==> config.mk <==
export PLATFORM = sky130hd
export DESIGN_NAME = multicycle_controller
export DESIGN_NICKNAME = d
export VERILOG_FILES = /design/src/rtl/multicycle_controller.sv
export SDC_FILE = /design/constraint.sdc
export NUM_CORES = 1
export LEC_CHECK = 0
export CAP_MARGIN = 10
export CORE_MARGIN = 3
export CORE_UTILIZATION = 45
export DETAILED_ROUTE_END_ITERATION = 8
export DONT_BUFFER_PORTS = 1
export PLACE_DENSITY = 0.7
export SETUP_SLACK_MARGIN = 0.1
export SYNTH_ARGS = -nofsm -noshare
export SYNTH_HDL_FRONTEND = slang
export SYNTH_SLANG_ARGS = --single-unit
==> constraint.sdc <==
create_clock -name clk_i -period 1.38 [get_ports clk_i]
set_input_delay 0 -clock clk_i [delete_from_list [all_inputs] [get_ports clk_i]]
set_output_delay 0 -clock clk_i [all_outputs]
set_load 0.1 [all_outputs]
==> src/rtl/multicycle_controller.sv <==
// rtl/multicycle_controller.sv - multicycle RV-style datapath control FSM
module multicycle_controller (
    input  logic       clk_i,
    input  logic       rst_i,
    input  logic [6:0] op_i,
    input  logic [2:0] funct3_i,
    input  logic       funct7_i,
    input  logic       zero_flag_i,
    input  logic       mem_ready_i,
    output logic       mem_req_o,
    output logic       mem_write_o,
    output logic       adr_src_o,
    output logic       ir_write_o,
    output logic       pc_write_o,
    output logic       reg_write_o,
    output logic [1:0] alu_src_a_o,
    output logic [1:0] alu_src_b_o,
    output logic [1:0] alu_op_o,
    output logic [1:0] result_src_o,
    output logic [1:0] imm_src_o,
    output logic       illegal_o,
    output logic       instr_done_o
);

    localparam logic [6:0] OP_LOAD  = 7'b0000011;
    localparam logic [6:0] OP_STORE = 7'b0100011;
    localparam logic [6:0] OP_REG   = 7'b0110011;
    localparam logic [6:0] OP_IMM   = 7'b0010011;
    localparam logic [6:0] OP_JAL   = 7'b1101111;
    localparam logic [6:0] OP_BEQ   = 7'b1100011;

    typedef enum logic [3:0] {
        S_FETCH, S_DECODE, S_MEMADR, S_MEMREAD, S_MEMWB, S_MEMWRITE,
        S_EXECR, S_EXECI, S_ALUWB, S_JAL, S_BEQ
    } state_t;

    state_t state;

    // funct fields are consumed by the ALU decoder downstream, not here
    logic unused_funct;
    assign unused_funct = ^{funct3_i, funct7_i};

    logic op_known;
    assign op_known = (op_i == OP_LOAD) || (op_i == OP_STORE) || (op_i == OP_REG) ||
                      (op_i == OP_IMM)  || (op_i == OP_JAL)   || (op_i == OP_BEQ);

    always_ff @(posedge clk_i) begin
        if (rst_i) begin
            state <= S_FETCH;
        end else begin
            case (state)
                S_FETCH:    if (mem_ready_i) state <= S_DECODE;
                S_DECODE: begin
                    case (op_i)
                        OP_LOAD, OP_STORE: state <= S_MEMADR;
                        OP_REG:            state <= S_EXECR;
                        OP_IMM:            state <= S_EXECI;
                        OP_JAL:            state <= S_JAL;
                        OP_BEQ:            state <= S_BEQ;
                        default:           state <= S_FETCH;
                    endcase
                end
                S_MEMADR:   state <= (op_i == OP_LOAD) ? S_MEMREAD : S_MEMWRITE;
                S_MEMREAD:  if (mem_ready_i) state <= S_MEMWB;
                S_MEMWB:    state <= S_FETCH;
                S_MEMWRITE: if (mem_ready_i) state <= S_FETCH;
                S_EXECR:    state <= S_ALUWB;
                S_EXECI:    state <= S_ALUWB;
                S_ALUWB:    state <= S_FETCH;
                S_JAL:      state <= S_ALUWB;
                S_BEQ:      state <= S_FETCH;
                default:    state <= S_FETCH;
            endcase
        end
    end

    always_comb begin
        mem_req_o    = 1'b0;
        mem_write_o  = 1'b0;
        adr_src_o    = 1'b0;
        ir_write_o   = 1'b0;
        pc_write_o   = 1'b0;
        reg_write_o  = 1'b0;
        alu_src_a_o  = 2'b00;
        alu_src_b_o  = 2'b00;
        alu_op_o     = 2'b00;
        result_src_o = 2'b00;
        illegal_o    = 1'b0;
        instr_done_o = 1'b0;

        case (state)
            S_FETCH: begin
                mem_req_o    = 1'b1;
                alu_src_b_o  = 2'b10;
                result_src_o = 2'b10;
                ir_write_o   = mem_ready_i;
                pc_write_o   = mem_ready_i;
            end
            S_DECODE: begin
                alu_src_a_o  = 2'b01;
                alu_src_b_o  = 2'b01;
                illegal_o    = !op_known;
                instr_done_o = !op_known;
            end
            S_MEMADR: begin
                alu_src_a_o = 2'b10;
                alu_src_b_o = 2'b01;
            end
            S_MEMREAD: begin
                mem_req_o = 1'b1;
                adr_src_o = 1'b1;
            end
            S_MEMWB: begin
                result_src_o = 2'b01;
                reg_write_o  = 1'b1;
                instr_done_o = 1'b1;
            end
            S_MEMWRITE: begin
                mem_req_o    = 1'b1;
                mem_write_o  = 1'b1;
                adr_src_o    = 1'b1;
                instr_done_o = mem_ready_i;
            end
            S_EXECR: begin
                alu_src_a_o = 2'b10;
                alu_op_o    = 2'b10;
            end
            S_EXECI: begin
                alu_src_a_o = 2'b10;
                alu_src_b_o = 2'b01;
                alu_op_o    = 2'b10;
            end
            S_ALUWB: begin
                reg_write_o  = 1'b1;
                instr_done_o = 1'b1;
            end
            S_JAL: begin
                alu_src_a_o = 2'b01;
                alu_src_b_o = 2'b10;
                pc_write_o  = 1'b1;
            end
            S_BEQ: begin
                alu_src_a_o  = 2'b10;
                alu_op_o     = 2'b01;
                pc_write_o   = zero_flag_i;
                instr_done_o = 1'b1;
            end
            default: ;
        endcase

        // Strobes are squashed during reset so an aborted access has no side effects
        if (rst_i) begin
            mem_req_o    = 1'b0;
            mem_write_o  = 1'b0;
            ir_write_o   = 1'b0;
            pc_write_o   = 1'b0;
            reg_write_o  = 1'b0;
            illegal_o    = 1'b0;
            instr_done_o = 1'b0;
        end
    end

    always_comb begin
        case (op_i)
            OP_STORE: imm_src_o = 2'b01;
            OP_BEQ:   imm_src_o = 2'b10;
            OP_JAL:   imm_src_o = 2'b11;
            default:  imm_src_o = 2'b00;
        endcase
    end

endmodule

==> run_results.csv, run 1 <==
group,metric,value,unit
synth,synth.yosys.seq_area_share,0.1277,
floorplanning,die-width,43.32,um
synth,synth_cell_types,42,
placement,gp_congestion,0.8729,
synth,synth_ff_type,"dfxtp_1",
synth,synth_warnings,0,
floorplanning,start_util,0.5219,
synth,synth_top_area_frac,0.1277,
synth,syn_area,626.9,um^2
synth,syn_nets,106,
synth,synth.area.top_cells,"dfxtp_1, a21oi_1, nand2b_1, nand2_1, xnor2_1",
synth,synth_area_per_cell,6.888,um^2
synth,async_flop_share,0,
synth,ys_seq_elements,4,
status,run_status,"did not finish",
synth,syn-instance-count,91,
placement,port_buffers,0,
floorplanning,ios,33,
floorplanning,die_h,43.32,um
synth,synth_edf_count,0,
floorplanning,fp-row-count,12,
status,stop_stage,"3_5_place_dp",
synth,synth_top_cell_by_area,"dfxtp_1",
status,firstError,"[ERROR DPL-0038] Utilization greater than 100%, impossible to legalize",
-- through the flow --
| stage | hold WS, ps | setup slack, ps | setup TNS (ps) | instance area (um^2) |
|---|---|---|---|---|
| after global placement | 77.41 | -15.28 | -17.16 | 1236 |
| after floorplan | 188.9 | -733.9 | -5451 | 834.6 |
-- cells in the mapped netlist (3+ instances only) --
library cell  instances
a21oi_1               8
inv_1                 5
nor2_1                6
nor3_1                5
dfxtp_1               4
clkbuf_1              3
xnor2_1               3
nand2_1               7
buf_2                 3
nand3_1               4
nand2b_1              6
-- logic make-up after synthesis --
logic type | after synthesis | synth area share
AOI/OAI and AO/OA | 25 | 0.2635
xor gates and xnor gates | 4 | 0.05590
buffers and inverters | 13 | 0.1018
DFF | 4 | 0.1277
and+or+nand+nor | 45 | 0.4511
==> run 2, diff against run 1 <==
- CORE_AREA: not set -> 3 3 64 66
- CORE_MARGIN: 3 -> not set
- CORE_UTILIZATION: 45 -> not set
- DIE_AREA: not set -> 0 0 67 69
- PLACE_DENSITY: 0.7 -> not set
- PLACE_DENSITY_LB_ADDON: not set -> 0.15
- SETUP_SLACK_MARGIN: 0.1 -> not set
- clock period: 1.38 -> 1.8 ns (I/O delays scaled with it)
==> run_results.csv, run 2 <==
group,metric,value,unit
floorplanning,die-width,67,um
grt,grt_pass1_vias,813,
synth,synth.area.top_cells,"dfxtp_1, a21oi_1, nand2b_1, nand2_1, xnor2_1",
routing,viasPerCell,4.784,
timing,setup_tns,0,ps
grt,grt_pass1_wl,3974,um
setup_path,reg2reg_depth,5,
routing,drt_wl_total,2291,um
synth,syn-instance-count,91,
synth,synth_edf_count,0,
routing,route.antenna.remaining_nets,0,
layout,top_regs,"state (4)",
timing,fmax,571.6,MHz
layout,largest-register,"state",
synth,synth_top_area_frac,0.1277,
setup_path,cp_slowest_cell,"or4b_4",
layout,n_antenna_cell,0,
grt,grt_usage,0.1082,
placement,hpwl,1733,um
grt,grt_max_degree,17,
synth,synth_ff_type,"dfxtp_1",
setup_path,slowest_delay,550,ps
power_and_ir_drop,peakVddDrop,0.1529,mV
clock_tree,clk_pin_slew,30,ps
status,violations,"negative hold slack",
setup_path,cp.required,1800,ps
synth,synth_cell_types,42,
timing,hold_ws,-3.847,ps
grt,antenna_found_initial,0,
routing,first_pass_iters,2,
clock_tree,htreeDepth,1,
routing,drt_iter0_drc,12,
setup_path,worstReg2RegStart,"state[0]",
setup_path,path_cells,"or4b_4 -> nand2b_2 -> o22ai_4 -> buf_12",
clock_tree,cts_tree,"done",
synth,synth_warnings,0,
setup_path,reg2reg_setup_slack,280,ps
timing,rsz0062_at_grt,"false",
layout,mostFrequentLayoutCells,"buf_12, buf_4, nand2_1",
setup_path,r2r_end,"state[0]",
synth,yosys.cell_count.top_type,"a21oi_1",
floorplanning,die_h,69,um
floorplanning,core,3633,um^2
layout,fin_nets,131,
placement,gp_congestion,0.7871,
grt,grt_overflow,0,
routing,vias,775,
layout,finish.utilization,0.3364,
clock_tree,clk_root_buffer_cell,"clkbuf_8",
clock_tree,cts_buffers,3,
layout,fillCellCount,396,
clock_tree,clk_latency,220,ps
setup_path,start_kind,"register",
setup_path,path_max_fanout,5,
floorplanning,start_util,0.1725,
timing,period_minus_slack,1749,ps
placement,placedCellCount,157,
layout,largest_register_ffs,4,
synth,ys_seq_elements,4,
synth,synth.yosys.seq_area_share,0.1277,
placement,port_buffers,0,
timing,worst_pin_slew,436.3,ps
synth,synth_area_per_cell,6.888,um^2
routing,avgRoutedWirePerCell,14.14,um
power_and_ir_drop,total_leakage_power,0.4116,nW
timing,slew_viol_final,0,
layout,fin_area,1222,um^2
timing,slew_headroom,0.7091,
placement,dpl_cell_area,1157,um^2
layout,area_delta_synth_final,95.01,%
min_path,min_to,"state[3]",
synth,syn_area,626.9,um^2
timing,finClkSkew,2.915,ps
setup_path,crit_type,"register to primary output",
run,drv_cap,0,
synth,syn_nets,106,
synth,synth_common_cells,"a21oi_1, nand2_1, nand2b_1, nor2_1",
timing,finalHoldViolCount,1,
clock_tree,clockBufferDepth,2,
setup_path,worst_setup_path_end_kind,"primary output",
min_path,hp-class,"input pin to register",
timing,setup_violations,0,
floorplanning,fp-row-count,22,
status,run_status,"finished with violations",
layout,final_layout_size_suffix_gt1_frac,0.4649,
floorplanning,dieArea,4623,um^2
min_path,hold_depth,2,
setup_path,crit_arrival,1750,ps
power_and_ir_drop,powerDensity,419.8,nW/um^2
floorplanning,ios,33,
layout,layout.cells.non_filler,162,
synth,async_flop_share,0,
routing,route.detailed.drc,0,
min_path,min_from,"rst_i",
power_and_ir_drop,p_total,0.5132,mW
clock_tree,clkSinkCount,4,
timing,period_share,0.9719,
synth,synth_top_cell_by_area,"dfxtp_1",
-- run 2: cell counts after synthesis --
Identical to the previous run, type by type.
-- run 2: worst max path at each step --
stage / start / slack (ps) / endpoint
after detailed placement: state[3] / 230 / instr_done_o
after global placement: state[3] / 220 / instr_done_o
after floorplan: state[0] / -370 / ir_write_o
after global routing: state[1] / 10 / instr_done_o
final: state[1] / 50 / instr_done_o
after CTS: state[3] / 2 / instr_done_o
-- run 2: where the power goes --
part,leakage (nW),switching (mW),total [mW],internal [mW]
clock network,0.0216,0.0535,0.197,0.143
logic,0.357,0.148,0.225,0.0763
registers,0.0333,0.000866,0.0919,0.0911
total,0.412,0.203,0.513,0.311
-- run 2: timing repair --
action                                  4_1_cts  5_1_grt
hold buffers                                  2        0
endpoints found under the setup margin        1        1
gates resized for setup                       1        1
hold endpoints to repair                      3        0
setup buffers                                 0        0
-- run 2: final cells by class --
cell class / instances / area, um^2 / area share
Clock buffer: 3 / 41.29 / 0.03378
Inverter: 5 / 18.77 / 0.01535
Tap cell: 48 / 60.06 / 0.04913
Sequential cell: 4 / 82.58 / 0.06755
Timing Repair Buffer: 28 / 377.9 / 0.3091
Multi-Input combinational cell: 74 / 641.9 / 0.5251
-- run 2: through the flow --
step	hold WS (ps)	worst slack, ps
CTS	0.9912	1.749
global route	18.44	11.75
floorplan	188.9	-370.7
global placement	76.93	216.2
detailed placement	74.52	226.3
finish	-3.847	50.61
-- run 2: worst max-delay path, delay by kind of cell, from the launching register on --
kind                   cells  cell delay (ps)
AOI/OAI and AO/OA          1              190
buffers and inverters      1              200
DFF                        1              330
and+or+nand+nor            2              800
-- run 2: cell families after synthesis --
kind of cell | synth area share
AO/OA/AOI/OAI | 0.2635
buffers and inverters | 0.1018
flip-flops | 0.1277
XOR/XNOR | 0.05590
AND/OR/NAND/NOR | 0.4511
-- run 2: per-layer routing --
metal  routed length [um]  up-vias  global-route usage
li1                     -      379                   -
met1                 1014      378              0.1341
met2                 1161       15              0.1790
met3                   91        3             0.02443
met4                   25        0             0.03829
met5                    0        -                   0
No activity file was read; power rests on OpenSTA's default activity.
==> run 3, diff against run 2 <==
- clock period: 1.8 -> 1.5 ns (I/O delays scaled with it)
==> run_results.csv, run 3 (same netlist as run 2, synthesis figures left out) <==
group,metric,value,unit
routing,avgRoutedWirePerCell,13.55,um
grt,grt_usage,0.1118,
grt,gr-max-usage-layer,"met2",
clock_tree,clockBufferDepth,2,
setup_path,critPathTopFamily,"simple AND/OR/NAND/NOR gates",
floorplanning,die_h,69,um
status,run_status,"finished with violations",
placement,gp_congestion,0.8138,
setup_path,slowest_delay,550,ps
power_and_ir_drop,combPwrFrac,0.476,
grt,grt_pass1_wl,4077,um
setup_path,path_cells,"or4b_4 -> nand2b_4 -> o22ai_4 -> buf_12",
timing,slew_viol_final,0,
timing,finClkSkew,4.273,ps
power_and_ir_drop,peakVddDrop,0.2351,mV
power_and_ir_drop,swShare,0.3827,
setup_path,cp_slowest_cell,"or4b_4",
layout,layout.cells.non_filler,176,
timing,worst_pin_slew,478.9,ps
clock_tree,clk_latency,220,ps
timing,finalHoldViolCount,3,
routing,drt_wl_total,2385,um
routing,drt_iter0_drc,9,
setup_path,crit_start,"state[2]",
grt,grt_overflow,0,
layout,mostFrequentLayoutCells,"buf_4, buf_12, nand2_1",
layout,top_regs,"state (4)",
floorplanning,start_util,0.1725,
timing,period_share,1.095,
placement,dpl_cell_area,1244,um^2
grt,grt_pass1_vias,851,
floorplanning,core,3633,um^2
clock_tree,clk_root_buffer_cell,"clkbuf_8",
timing,hold_ws,-147.9,ps
timing,rsz0062_at_grt,"true",
setup_path,cp.required,1500,ps
timing,setup_violations,3,
min_path,hp-class,"input pin to register",
setup_path,worstReg2RegStart,"state[0]",
routing,route.antenna.remaining_nets,0,
placement,port_buffers,0,
clock_tree,htreeDepth,1,
setup_path,worst_setup_path_end_kind,"primary output",
grt,grt_max_degree,11,
grt,grt_use_met1,0.1321,
setup_path,crit_type,"register to primary output",
setup_path,start_kind,"register",
clock_tree,clkSinkCount,4,
power_and_ir_drop,powerDensity,448.0,nW/um^2
layout,fin_nets,145,
placement,hpwl,1781,um
grt,grt_use_met2,0.1965,
grt,grt.met3_usage,0.03257,
setup_path,crit_arrival,1640,ps
floorplanning,die-width,67,um
routing,viasPerCell,4.551,
layout,layout_commonest_cell,"buf_4",
timing,fin_ws,-141.9,ps
layout,fin_area,1444,um^2
timing,period_minus_slack,1642,ps
layout,largest-register,"state",
power_and_ir_drop,p_total,0.6469,mW
routing,route.detailed.drc,0,
min_path,min_from,"rst_i",
floorplanning,fp-row-count,22,
power_and_ir_drop,clkPwrFrac,0.356,
layout,largest_register_ffs,4,
placement,placedCellCount,161,
status,violations,"negative hold slack, negative setup slack",
power_and_ir_drop,seqPwrFrac,0.168,
grt,antenna_found_initial,0,
power_and_ir_drop,power.internal,0.3993,mW
setup_path,path_buf_inv,1,
clock_tree,clk_pin_slew,40,ps
layout,fillCellCount,384,
run,drv_cap,0,
power_and_ir_drop,total_leakage_power,0.5080,nW
timing,slew_headroom,0.6807,
layout,final_layout_size_suffix_gt1_frac,0.6094,
timing,fmax,609.0,MHz
clock_tree,cts_tree,"done",
routing,vias,801,
setup_path,path_max_fanout,2,
clock_tree,cts_buffers,3,
power_and_ir_drop,switchingPower,0.2476,mW
layout,area_delta_synth_final,130.3,%
floorplanning,ios,33,
routing,first_pass_iters,2,
floorplanning,dieArea,4623,um^2
layout,n_antenna_cell,0,
run 3: cell types whose count changed in the layout (fill, tap and decap cells not counted), moves of 2 or more:
cell	before	now
a21oi_2	3	1
dlygate4sd3_1	2	0
buf_6	0	3
buf_4	13	23
buf_12	13	16
nand2b_4	0	4
a21oi_4	0	2
nand2b_1	5	2
run 3: layer usage:
metal  routed length [um]  up-vias
li1                     -      405
met1                  969      381
met2                 1333       13
met3                   75        2
met4                    7        0
met5                    0        -
run 3: layout make-up:
class | count | area, um^2 | area share
timing repair buffer | 42 | 526.8 | 0.3648
inverter | 5 | 22.52 | 0.01560
multi-input combinational | 74 | 706.9 | 0.4896
tap | 48 | 60.06 | 0.04159
sequential | 4 | 86.33 | 0.05979
clock buffer | 3 | 41.29 | 0.02860
run 3: final timing paths:
kind                  endpoint  cells past startpoint  slack (ps)
setup / recovery  instr_done_o                      4        -140
hold reg to reg       state[2]                      3         640
hold / removal        state[0]                      1        -150
setup reg to reg      state[0]                      6          50
run 3: per-stage QoR:
step                TNS [ps]  utilization  setup slack, ps  hold slack (ps)
global placement           0       0.3423            55.14            76.68
CTS                   -265.3       0.3867           -161.4           -149.4
finish                -253.7       0.3974           -141.9           -147.9
detailed placement         0       0.3423            42.82            78.07
global route          -515.7       0.3974           -199.7           -155.8
floorplan              -3835            -           -613.9            188.9
run 3: what timing repair did:
item / 4_1_cts / 5_1_grt
gates resized for setup: 7 / 7
hold endpoints to repair: 3 / 3
buffers inserted: 11 / 1
pin swaps: 7 / 6
setup endpoints to repair: 8 / 10
run 3: power groups by stage:
stage | Clock (mW) | Combinational (mW) | Sequential, mW
after floorplan | 0 | 0.209 | 0.111
after global placement | 0 | 0.278 | 0.112
after detailed placement | 0 | 0.279 | 0.112
after CTS | 0.239 | 0.302 | 0.111
after global routing | 0.249 | 0.322 | 0.109
final | 0.230 | 0.308 | 0.109
==> run 4, diff against run 3 <==
- ABC_AREA: not set -> 1
==> run_results.csv, run 4 <==
group,metric,value,unit
clock_tree,htreeDepth,1,
clock_tree,clkSinkCount,4,
floorplanning,die_h,69,um
routing,drt_wl_total,1736,um
synth,synth_common_cells,"nand2_1, inv_1, nor2_1",
timing,finClkSkew,3.457,ps
placement,dp_worst_setup_slack,93.15,ps
status,run_status,"finished, final reports clean",
setup_path,crit_arrival,1430,ps
routing,avgRoutedWirePerCell,9.977,um
grt,grt_max_degree,9,
layout,largest-register,"state",
setup_path,cp.required,1500,ps
placement,port_buffers,0,
floorplanning,dieArea,4623,um^2
min_path,hp-class,"input pin to register",
synth,synth_top_area_frac,0.1871,
synth,synth_edf_count,0,
timing,setup_violations,0,
setup_path,crit_type,"register to primary output",
power_and_ir_drop,peakVddDrop,0.2685,mV
timing,period_share,0.9545,
synth,synth_warnings,0,
power_and_ir_drop,powerDensity,644.5,nW/um^2
floorplanning,die-width,67,um
floorplanning,core,3633,um^2
synth,synth.yosys.seq_area_share,0.1535,
floorplanning,fp-row-count,22,
layout,n_antenna_cell,0,
layout,mostFrequentLayoutCells,"nand2_1, inv_1, buf_12, buf_4, nor2_4",
run,drv_cap,0,
clock_tree,clk_root_buffer_cell,"clkbuf_8",
setup_path,worst_setup_path_end_kind,"primary output",
synth,synth.area.top_cells,"nand2_1, dfxtp_1, inv_1, nor2_1, nand3_1",
timing,slew_headroom,0.7361,
timing,period_minus_slack,1432,ps
clock_tree,clockBufferDepth,2,
clock_tree,cts_buffers,3,
routing,route.antenna.remaining_nets,0,
routing,vias,691,
floorplanning,ios,33,
synth,ys_seq_elements,4,
layout,final_layout_size_suffix_gt1_frac,0.5635,
grt,grt_pass1_vias,715,
clock_tree,clk_pin_slew,30,ps
timing,worst_pin_slew,391.7,ps
setup_path,path_max_fanout,6,
synth,synth_top_cell_by_area,"nand2_1",
synth,synth_ff_type,"dfxtp_1",
grt,grt_pass1_wl,3022,um
timing,fmax,698.4,MHz
synth,yosys.cell_count.top_type,"nand2_1",
routing,viasPerCell,3.971,
layout,fin_nets,143,
clock_tree,clk_latency,220,ps
setup_path,start_kind,"register",
timing,slew_viol_final,0,
power_and_ir_drop,total_leakage_power,0.4942,nW
synth,syn_nets,114,
placement,hpwl,1484,um
layout,finish.utilization,0.3192,
grt,grt_overflow,0,
floorplanning,start_util,0.1436,
routing,first_pass_iters,4,
synth,synth_area_per_cell,5.270,um^2
timing,finalHoldViolCount,0,
synth,syn_area,521.8,um^2
synth,synth_cell_types,20,
routing,drt_iter0_drc,18,
clock_tree,cts_tree,"done",
layout,largest_register_ffs,4,
layout,top_regs,"state (4)",
layout,area_delta_synth_final,122.3,%
routing,route.detailed.drc,0,
timing,fin_ws,68.18,ps
placement,gp_congestion,0.7350,
synth,syn-instance-count,99,
grt,grt_usage,0.08434,
grt,antenna_found_initial,0,
synth,async_flop_share,0,
layout,layout_commonest_cell,"nand2_1",
-- run 4: changes by cell type in the layout (fill, tap and decap cells not counted), sizes merged, moves of 3 or more --
cell	before	now
nor3	6	2
buf	42	24
inv	4	19
nand2	7	28
nor2	6	18
nand3	4	10
nand2b	6	0
xnor2	3	0
-- run 4: cells by family (layout without fill, tap and decap cells) --
family | after synthesis | in the layout | share of synthesized area
and+or+nand+nor | 58 | 58 | 0.5228
buffers and inverters | 21 | 48 | 0.1511
AOI/OAI and AO/OA | 16 | 16 | 0.1727
DFF | 4 | 4 | 0.1535
-- run 4: layout make-up --
cell class                 count  area (um^2)
timing repair buffer          25        340.3
inverter                      20        81.33
tap                           48        60.06
fill                         397         2474
clock buffer                   3        41.29
sequential                     4        92.59
multi-input combinational     74        544.3
-- run 4: worst max-delay path: stages, from the launching register on --
cell,delay [ps]
dfxtp_4,360
nor2_4,150
buf_4,140
nand2_4,90
o22ai_2,120
a21oi_2,60
nor2_4,120
buf_12,180
-- run 4: worst paths after layout --
check              start         end  slack (ps)  depth (start not counted)
max             state[2]  pc_write_o          70                          7
min          mem_ready_i    state[1]           5                          3
max reg2reg     state[2]    state[2]         260                          8
min reg2reg     state[0]    state[0]         550                          2
-- run 4: routing by layer --
layer  GRT usage  wire [um]  share of wire  up-vias
met3     0.03746         85          0.049        2
met1     0.09538        706           0.41      315
li1            -          -              -      364
met5           0          0              0        -
met2      0.1419        933           0.54       10
met4     0.02027         11         0.0063        0
-- run 4: report_power, final --
| part | leakage [nW] | switching [mW] | internal, mW |
|---|---|---|---|
| Sequential | 0.0352 | 0.00909 | 0.108 |
| Clock | 0.0216 | 0.0588 | 0.171 |
| Combinational | 0.437 | 0.272 | 0.128 |
| Total | 0.494 | 0.340 | 0.407 |
-- run 4: what timing repair did --
action                                  4_1_cts  5_1_grt
pin swaps                                     0        5
cloned                                        0        0
hold buffers                                  1        0
resized for setup                            10       15
hold endpoints to repair                      4        0
setup buffers                                 0        3
endpoints found under the setup margin        4        4
-- run 4: stage by stage --
step	power (mW)	area (um^2)	std cells	hold slack [ps]	TNS, ps
global route	0.7833	1160	174	30.70	-6.801
floorplan	0.3997	638.1	99	160.4	-448.7
detailed placement	0.5055	1002	167	60.73	0
CTS	0.7449	1087	171	9.390	0
global placement	0.5041	1002	167	60.08	0
finish	0.7476	1160	174	5.311	0
